**src/rtl/vm_pkg.sv**
```systemverilog
// Shared types and default sizing for the voice-mail message controller.
package vm_pkg;

    localparam int VM_NSLOTS     = 8;
    localparam int VM_SLOT_DEPTH = 256;
    localparam int VM_DW         = 8;

    typedef enum logic [1:0] {
        ST_IDLE = 2'd0,
        ST_REC  = 2'd1,
        ST_PLAY = 2'd2
    } vm_state_e;

    // Per-slot flags; the length lives beside it since its width follows SLOT_DEPTH.
    typedef struct packed {
        logic valid;
        logic saved;
    } slot_desc_t;

endpackage

```
**src/rtl/vm_slot_table.sv**
```systemverilog
// Slot descriptors, lengths, cursor and occupancy status with free/next-valid search.
// VM_OVERWRITE_EN: when the table is full, allocate the lowest unsaved slot instead.
module vm_slot_table
    import vm_pkg::*;
#(
    parameter int NSLOTS     = VM_NSLOTS,
    parameter int SLOT_DEPTH = VM_SLOT_DEPTH,
    localparam int SW = $clog2(NSLOTS),
    localparam int LW = $clog2(SLOT_DEPTH) + 1,
    localparam int CW = SW + 1
) (
    input  logic          clk,
    input  logic          rst,
    input  logic          commit,
    input  logic [SW-1:0] commit_slot,
    input  logic [LW-1:0] commit_len,
    input  logic          erase,
    input  logic          save,
    output logic          alloc_vld,
    output logic [SW-1:0] alloc_slot,
    output logic [SW-1:0] cursor,
    output logic          cur_valid,
    output logic [LW-1:0] cur_len,
    output logic [CW-1:0] msg_count,
    output logic          full,
    output logic          empty
);

    slot_desc_t    desc_q [NSLOTS];
    logic [LW-1:0] len_q  [NSLOTS];
    logic [SW-1:0] cursor_q;
    logic          free_vld;
    logic [SW-1:0] free_slot;
    logic          next_vld;
    logic [SW-1:0] next_slot;
    logic [SW-1:0] scan_idx;
    logic [CW-1:0] count_c;
`ifdef VM_OVERWRITE_EN
    logic          reuse_vld;
    logic [SW-1:0] reuse_slot;
`endif

    always_comb begin
        free_vld  = 1'b0;
        free_slot = '0;
        next_vld  = 1'b0;
        next_slot = cursor_q;
        scan_idx  = '0;
        count_c   = '0;
        // Descending scans so the lowest matching index is the one that sticks.
        for (int i = NSLOTS - 1; i >= 0; i--) begin
            if (!desc_q[i].valid) begin
                free_vld  = 1'b1;
                free_slot = SW'(i);
            end
            count_c = count_c + CW'(desc_q[i].valid);
        end
        for (int i = NSLOTS - 1; i >= 1; i--) begin
            scan_idx = cursor_q + SW'(i);
            if (desc_q[scan_idx].valid) begin
                next_vld  = 1'b1;
                next_slot = scan_idx;
            end
        end
`ifdef VM_OVERWRITE_EN
        reuse_vld  = 1'b0;
        reuse_slot = '0;
        for (int i = NSLOTS - 1; i >= 0; i--) begin
            if (desc_q[i].valid && !desc_q[i].saved) begin
                reuse_vld  = 1'b1;
                reuse_slot = SW'(i);
            end
        end
        alloc_vld  = free_vld | reuse_vld;
        alloc_slot = free_vld ? free_slot : reuse_slot;
`else
        alloc_vld  = free_vld;
        alloc_slot = free_slot;
`endif
    end

    always_ff @(posedge clk) begin
        if (rst) begin
            for (int i = 0; i < NSLOTS; i++) begin
                desc_q[i] <= '0;
                len_q[i]  <= '0;
            end
            cursor_q  <= '0;
            msg_count <= '0;
            full      <= 1'b0;
            empty     <= 1'b1;
        end else begin
            msg_count <= count_c;
            full      <= (count_c == CW'(NSLOTS));
            empty     <= (count_c == '0);
            // A zero-length recording leaves the slot (and any old message in it) untouched.
            if (commit && commit_len != '0) begin
                desc_q[commit_slot] <= '{valid: 1'b1, saved: 1'b0};
                len_q[commit_slot]  <= commit_len;
                cursor_q            <= commit_slot;
            end else if (erase) begin
                desc_q[cursor_q] <= '0;
                if (next_vld) cursor_q <= next_slot;
            end else if (save) begin
                if (desc_q[cursor_q].valid) desc_q[cursor_q].saved <= 1'b1;
                if (next_vld) cursor_q <= next_slot;
            end
        end
    end

    assign cursor    = cursor_q;
    assign cur_valid = desc_q[cursor_q].valid;
    assign cur_len   = len_q[cursor_q];

endmodule

```
**src/rtl/vm_msg_ctrl.sv**
```systemverilog
// Voice-mail message controller: record/play sequencing over an external sample RAM.
// VM_OVERWRITE_EN (passed to vm_slot_table): recording into a full table reuses an unsaved slot.
module vm_msg_ctrl
    import vm_pkg::*;
#(
    parameter int NSLOTS     = VM_NSLOTS,
    parameter int SLOT_DEPTH = VM_SLOT_DEPTH,
    parameter int DW         = VM_DW,
    localparam int SW = $clog2(NSLOTS),
    localparam int OW = $clog2(SLOT_DEPTH),
    localparam int LW = OW + 1,
    localparam int AW = SW + OW,
    localparam int CW = SW + 1
) (
    input  logic          clk,
    input  logic          rst,
    input  logic          play,
    input  logic          erase,
    input  logic          save,
    input  logic          recrd,
    input  logic [DW-1:0] samp_in,
    input  logic          samp_in_vld,
    input  logic          samp_out_rdy,
    output logic [DW-1:0] samp_out,
    output logic          samp_out_vld,
    output logic [AW-1:0] mem_addr,
    output logic          mem_we,
    output logic          mem_re,
    output logic [DW-1:0] mem_wdata,
    input  logic [DW-1:0] mem_rdata,
    output logic          busy,
    output logic          full,
    output logic          empty,
    output logic [CW-1:0] msg_count
);

    vm_state_e     state_q, state_d;
    logic [LW-1:0] offset_q, offset_d;
    logic [SW-1:0] slot_q, slot_d;
    logic          recrd_q;
    logic          vld_p1;
    logic          rec_rise;
    logic          we_c, re_c, commit_c, erase_c, save_c;
    logic          alloc_vld;
    logic [SW-1:0] alloc_slot;
    logic [SW-1:0] cursor;
    logic          cur_valid;
    logic [LW-1:0] cur_len;

    vm_slot_table #(
        .NSLOTS     (NSLOTS),
        .SLOT_DEPTH (SLOT_DEPTH)
    ) u_tab (
        .clk         (clk),
        .rst         (rst),
        .commit      (commit_c),
        .commit_slot (slot_q),
        .commit_len  (offset_q),
        .erase       (erase_c),
        .save        (save_c),
        .alloc_vld   (alloc_vld),
        .alloc_slot  (alloc_slot),
        .cursor      (cursor),
        .cur_valid   (cur_valid),
        .cur_len     (cur_len),
        .msg_count   (msg_count),
        .full        (full),
        .empty       (empty)
    );

    assign rec_rise = recrd & ~recrd_q;

    always_ff @(posedge clk) begin
        if (rst) begin
            state_q  <= ST_IDLE;
            offset_q <= '0;
            slot_q   <= '0;
            recrd_q  <= 1'b0;
            vld_p1   <= 1'b0;
        end else begin
            state_q  <= state_d;
            offset_q <= offset_d;
            slot_q   <= slot_d;
            recrd_q  <= recrd;
            vld_p1   <= re_c;
        end
    end

    always_comb begin
        state_d  = state_q;
        offset_d = offset_q;
        slot_d   = slot_q;
        we_c     = 1'b0;
        re_c     = 1'b0;
        commit_c = 1'b0;
        erase_c  = 1'b0;
        save_c   = 1'b0;
        case (state_q)
            ST_IDLE: begin
                if (erase) begin
                    erase_c = 1'b1;
                end else if (save) begin
                    save_c = 1'b1;
                end else if (play) begin
                    if (cur_valid) begin
                        state_d  = ST_PLAY;
                        offset_d = '0;
                        slot_d   = cursor;
                    end
                end else if (rec_rise && alloc_vld) begin
                    state_d  = ST_REC;
                    offset_d = '0;
                    slot_d   = alloc_slot;
                end
            end
            ST_REC: begin
                // The sample in the cycle recrd drops is not written.
                if (!recrd || offset_q == LW'(SLOT_DEPTH)) begin
                    commit_c = 1'b1;
                    state_d  = ST_IDLE;
                end else if (samp_in_vld) begin
                    we_c     = 1'b1;
                    offset_d = offset_q + LW'(1);
                end
            end
            ST_PLAY: begin
                if (samp_out_rdy && offset_q < cur_len) begin
                    re_c     = 1'b1;
                    offset_d = offset_q + LW'(1);
                end else if (offset_q == cur_len && vld_p1) begin
                    state_d = ST_IDLE;
                end
            end
            default: state_d = ST_IDLE;
        endcase
    end

    // Outputs are forced quiet while rst is held, before the first reset edge lands.
    assign mem_we       = we_c & ~rst;
    assign mem_re       = re_c & ~rst;
    assign mem_addr     = (mem_we | mem_re) ? {slot_q, offset_q[OW-1:0]} : '0;
    assign mem_wdata    = mem_we ? samp_in : '0;
    assign samp_out_vld = vld_p1 & ~rst;
    assign samp_out     = samp_out_vld ? mem_rdata : '0;
    assign busy         = (state_q != ST_IDLE) & ~rst;

endmodule

```
**config.mk**
```make
export PLATFORM = sky130hd
export DESIGN_NAME = vm_msg_ctrl
export DESIGN_NICKNAME = d
export VERILOG_FILES = /design/src/rtl/vm_pkg.sv /design/src/rtl/vm_slot_table.sv /design/src/rtl/vm_msg_ctrl.sv
export SDC_FILE = /design/constraint.sdc
export NUM_CORES = 1
export LEC_CHECK = 0
export CAP_MARGIN = 40
export CORE_MARGIN = 2
export CORE_UTILIZATION = 60
export DETAILED_ROUTE_END_ITERATION = 10
export PLACE_DENSITY_LB_ADDON = 0.2
export SLEW_MARGIN = 10
export SYNTH_ARGS = -nofsm -noshare
export SYNTH_HDL_FRONTEND = slang
export SYNTH_HIERARCHICAL = 1
export SYNTH_SLANG_ARGS = --single-unit
```
**constraint.sdc**
```tcl
create_clock -name clk -period 8.5 [get_ports clk]
set_input_delay 0.85 -clock clk [delete_from_list [all_inputs] [get_ports clk]]
set_output_delay 0.85 -clock clk [all_outputs]
set_load 0.03 [all_outputs]
```
=== Word level (Yosys, flattened, before mapping) ===
Memories as Yosys holds them, arrays and structs flattened. A register that Yosys moved wholly into a read port is not among the register bits.
Cells that the tools add are included.
Widths: inputs -> output; s select.

* Memories kept: 2
* Register bits after elaboration: 25
* Output and inout port bits: 37
* Memory bits (writable): 88
* Logic and storage cells: 172

{| class="wikitable"
|+ Memories
! name !! words !! bits a word !! rd ports !! clocked after memory_dff !! write ports !! RTL line !! source
|-
| u_tab.len_q || 8 || 9 || 1 || 1 || 8 || vm_slot_table.sv:30 || <nowiki>logic [LW-1:0] len_q [NSLOTS];</nowiki>
|-
| u_tab.desc_q || 8 || 2 || 16 || 1 || 8 || vm_slot_table.sv:29 || <nowiki>slot_desc_t desc_q [NSLOTS];</nowiki>
|}

* Muxes and demuxes: 99
* Reduce and logical (&&, ||, !) cells: 19
* $lt $le $gt $ge: 1
* Equality and inequality tests: 16
* Add/subtract/negate cells: 15
* Bitwise gates (word level): 11

{| class="wikitable"
|+ Operators with widths
! cell !! count
|-
| $mux 3 || 29
|-
| $mux 9 || 9
|-
| $mux 1 || 45
|-
| $pmux 9 s3 || 1
|-
| $add 4x1->4 || 6
|-
| $mux 2 || 11
|-
| $mux 8 || 2
|-
| $ne 2x2->1 const B || 8
|-
| $add 3x3->3 const B || 4
|-
| $mux 11 || 1
|-
| $add 9x1->9 const B || 1
|-
| $eq 9x9->1 || 1
|-
| $eq 9x9->1 const B || 1
|-
| $lt 9x9->1 || 1
|-
| $reduce_bool 9->1 || 1
|-
| $reduce_or 9->1 || 1
|-
| $reduce_and 8->1 || 1
|-
| $reduce_and 7->1 || 1
|-
| $add 3x2->3 const B || 2
|-
| $ne 3x3->1 const B || 2
|-
| $pmux 2 s3 || 1
|-
| $reduce_bool 3->1 || 2
|-
| $and 1x1->1 || 5
|-
| $reduce_and 5->1 || 1
|-
| 15 further kinds || 24
|}

=== Logic depth before layout (Yosys ltp) ===
An unclocked memory read counts as a cell.

* Depth in word-level cells: 15
* Gate-level depth with buffers: 12
* Gate-level depth less buffers: 11

=== Modules after synthesis ===
The synthesis kept the hierarchy.

{| class="wikitable"
|+ Modules (own cells, without submodules)
! module !! area an instance (µm²) !! times used !! seq. area each (µm²) !! cells each
|-
| vm_slot_table || 5261.3 || 1 || 2642.5 || 412
|-
| vm_msg_ctrl || 1477.7 || 1 || 320.3 || 185
|}

=== Least setup slack after synthesis ===
OpenSTA, ideal clock, no wires.

* Path type: register to output
* Start: reg with a tool-made name
* End: out mem_addr[8]
* Setup slack: 2.826 ns
* Cell stages (with the launch flop): 13
* Arrival time: 4.824 ns
* Buffers on the path: 3
* Cells stage by stage: dfxtp_1 -> buf_2 -> buf_2 -> mux4_2 -> mux2_2 -> inv_1 -> ha_1 -> a21oi_1 -> o21ai_0 -> a2111oi_0 -> nor2_1 -> buf_2 -> nor2b_1

{| class="wikitable"
|+ RTL lines
! what !! RTL line !! source
|-
| end, declared || vm_msg_ctrl.sv:26 || <nowiki>output logic [AW-1:0] mem_addr,</nowiki>
|}

==> results.cfg <==
[timing]
fin_ws_ps = 3120
fin_crit_ps = 5380
slew_headroom_pct = 41.5
finalSetupViolCount = 0
fmax_ghz = 0.186
drv_slew = 0
rsz0062_at_grt = false
skew_ps = 13.4
post-route-period-util_pct = 63.3
final.setup.tns_ps = 0
tightestPinTransition_ps = 874
hold_viol_final = 0

[job]
drv_cap = 0

[route]
via_per_inst = 6.27
vias = 4999
first_pass_iters = 5
drc = 0
drt-initial-drc-count = 519
routed_wl_mm = 16.7
drtAntennaViolNets = 0
wire_per_inst_um = 21.0

[hold_path]
hp-class = reg -> reg
hold_depth = 2

[cts]
cts_buffers = 9
cts-root-buf = clkbuf_8
cts_tree = done
cts_num_sinks = 108
cts_buffer_depth = 2
cts-hold-fix-buffers = 0
cts_resized = 0
cts_max_level = 3
clk_pin_slew_ps = 100
cts_setup_buffers = 0
worst_skew_pair.late_latency_ps = 390

[global_route]
grt_pass1_vias = 5094
grt_pass1_wl_mm = 26.5
grt_max_degree = 49
antenna_found_initial = 0
grt_usage_pct = 29.5
overflow = 0

[layout]
drive_gt1_share_pct = 14.3
final_area_um2 = 7700
antenna_cells = 0
area_delta_synth_final_pct = 14.2
fin_nets = 702
fillCellCount = 775
final_cells = 797

[critical_path]
cp-end-kind = output pin
crit_path_start_kind = flip-flop
cp-endpoint = mem_addr[8]
crit_type = reg -> out
crit_path_max_fanout = 18
crit-reg2reg-launch = u_tab/cursor[0]
rr_worst_depth = 8
worstPathRequired_ps = 7650
cp.arrival_ps = 4530
r2r_end = u_tab/cursor[0]
reg2reg_slack_ps = 4820

[synth]
synth_edf_count = 80
ys_seq_area_share_pct = 44.0
synth_warnings = 6
netlist_area_um2 = 6740
synth-seq-cells = 108
avgSynthCellArea_um2 = 11.3
ys.flop_type = edfxtp_1
synthCells = 597
yosysUniqueCellTypes = 70
synth_fp_nets = 647
async_reset_ff_share_pct = 0

[outcome]
outcome = complete, no violations

[place]
port_buffers = 60
place_congestion = 0.893
hpwl_mm = 11.7
dp_slack_ps = 3550
place_area_um2 = 7500
place_inst = 781

[power]
seqPwrFrac_pct = 38.3
leakagePower_nw = 2.89
p_clk_share_pct = 18.6
power.switching_uw = 649
ir_drop_v = 0.000140
swShare_pct = 37.4
intPower_mw = 1.09
p_per_area_nw_per_um2 = 226
p_comb_share_pct = 43.0

[floorplan]
die_area_um2 = 12100
fp-row-count = 38
die_w_um = 110
pin_count = 61
coreArea_um2 = 10900
start_util_pct = 61.9
dieHeight_um = 110
[per-stage QoR]
| stage | utilization (%) | hold slack [ps] | total power, mW |
|---|---|---|---|
| 2_1_floorplan | - | 484 | 1.23 |
| 3_5_place_dp | 68.9 | 530 | 1.41 |
| 6_report | 70.7 | 561 | 1.74 |
| 4_1_cts | 70.7 | 550 | 1.73 |
| 3_3_place_gp | 68.3 | 498 | 1.38 |
| 5_1_grt | 70.7 | 583 | 1.84 |
[worst max-delay path, stage by stage, from the launching register on]
cell,delay (ps)
dfxtp_1,420
buf_4,390
mux4_2,570
mux2_2,290
inv_1,60
ha_1,250
a21oi_1,120
o21ai_0,210
a2111oi_0,600
nor2_1,340
nor2b_1,210
clkdlybuf4s50_1,690
[power by group through the flow]
stage,sequential [mW],clock (mW),combinational (mW)
floorplan,0.640,0,0.595
global placement,0.693,0,0.683
detailed placement,0.679,0,0.735
CTS,0.666,0.327,0.740
global route,0.675,0.347,0.816
finish,0.666,0.323,0.748
[flip-flops by register name (all words and copies together) (netlist names), 2 cells and up, named ones only]
register         cells
u_tab/len_q         72
offset_q             9
u_tab/desc_q         8
u_tab/msg_count      4
slot_q               3
u_tab/cursor         3
state_q              2
[layout by cell type (no fill, tap or decap), types with 12 or more instances in the layout]
cell type        instances
inv_1                   43
mux2_2                  12
ha_1                    22
mux4_2                  32
nor2_1                  36
dfxtp_1                 28
a21oi_1                 13
and2_1                  85
clkdlybuf4s50_1         60
edfxtp_1                80
nand2_1                 28
mux2i_1                 17
o21ai_0                 18
[cells in the mapped netlist, drive strengths merged (3+ instances only)]
library cell / instances / share of area, %
a211oi: 9 / 1.3
a21o: 8 / 0.89
a21oi: 13 / 0.97
and2: 92 / 8.7
buf: 12 / 0.98
clkbuf: 18 / 1.0
dfxtp: 28 / 8.3
edfxtp: 80 / 36
fa: 4 / 1.2
ha: 22 / 4.1
inv: 43 / 2.4
mux2: 12 / 2.0
mux2i: 17 / 2.5
mux4: 32 / 11
nand2: 28 / 1.6
nand2b: 5 / 0.46
nand3: 9 / 0.67
nand3b: 3 / 0.33
nand4: 9 / 0.84
nor2: 36 / 2.0
nor2b: 9 / 0.84
nor3: 7 / 0.69
nor4: 3 / 0.50
o2111ai: 3 / 0.39
o211a: 9 / 1.3
o211ai: 4 / 0.52
o21ai: 25 / 1.9
o32ai: 7 / 0.91
or2: 5 / 0.46
or3: 6 / 0.56
or4: 6 / 0.72
xor2: 3 / 0.50
[logic make-up after synthesis]
| kind of cell | count (synthesis) | synth area share [%] |
|---|---|---|
| adder cells (fa/ha/maj) | 26 | 5.27 |
| buffers and inverters | 74 | 4.44 |
| flip-flops | 108 | 44.0 |
| XOR/XNOR | 4 | 0.631 |
| AO/OA/AOI/OAI | 99 | 11.2 |
| AND/OR/NAND/NOR | 225 | 19.2 |
| multiplexers | 61 | 15.2 |
[layout make-up]
cell class	instances	area (µm²)	area share, %
Timing Repair Buffer	74	721	9.36
Multi-Input combinational cell	415	3480	45.2
Sequential cell	108	2960	38.5
Inverter	44	165	2.15
Clock buffer	9	124	1.61
Tap cell	140	175	2.28
Clock inverter	7	73.8	0.959
[worst min-delay path by stage]
| stage | from | end | slack, ps |
|---|---|---|---|
| after floorplan | state_q[0] | state_q[0] | 480 |
| after global placement | state_q[0] | state_q[0] | 500 |
| after CTS | state_q[0] | state_q[0] | 550 |
| final | state_q[0] | state_q[0] | 560 |
| after global routing | state_q[0] | state_q[0] | 580 |
| after detailed placement | state_q[0] | state_q[0] | 530 |
[metal layers]
layer / part of all wire, % / vias to the layer above / track usage (%)
li1: - / 2306 / -
met1: 40 / 2432 / 38.6
met2: 49 / 230 / 49.1
met3: 7.9 / 31 / 5.41
met4: 2.4 / 0 / 10.8
met5: 0 / - / 0
No activity file was read; power rests on OpenSTA's default activity.
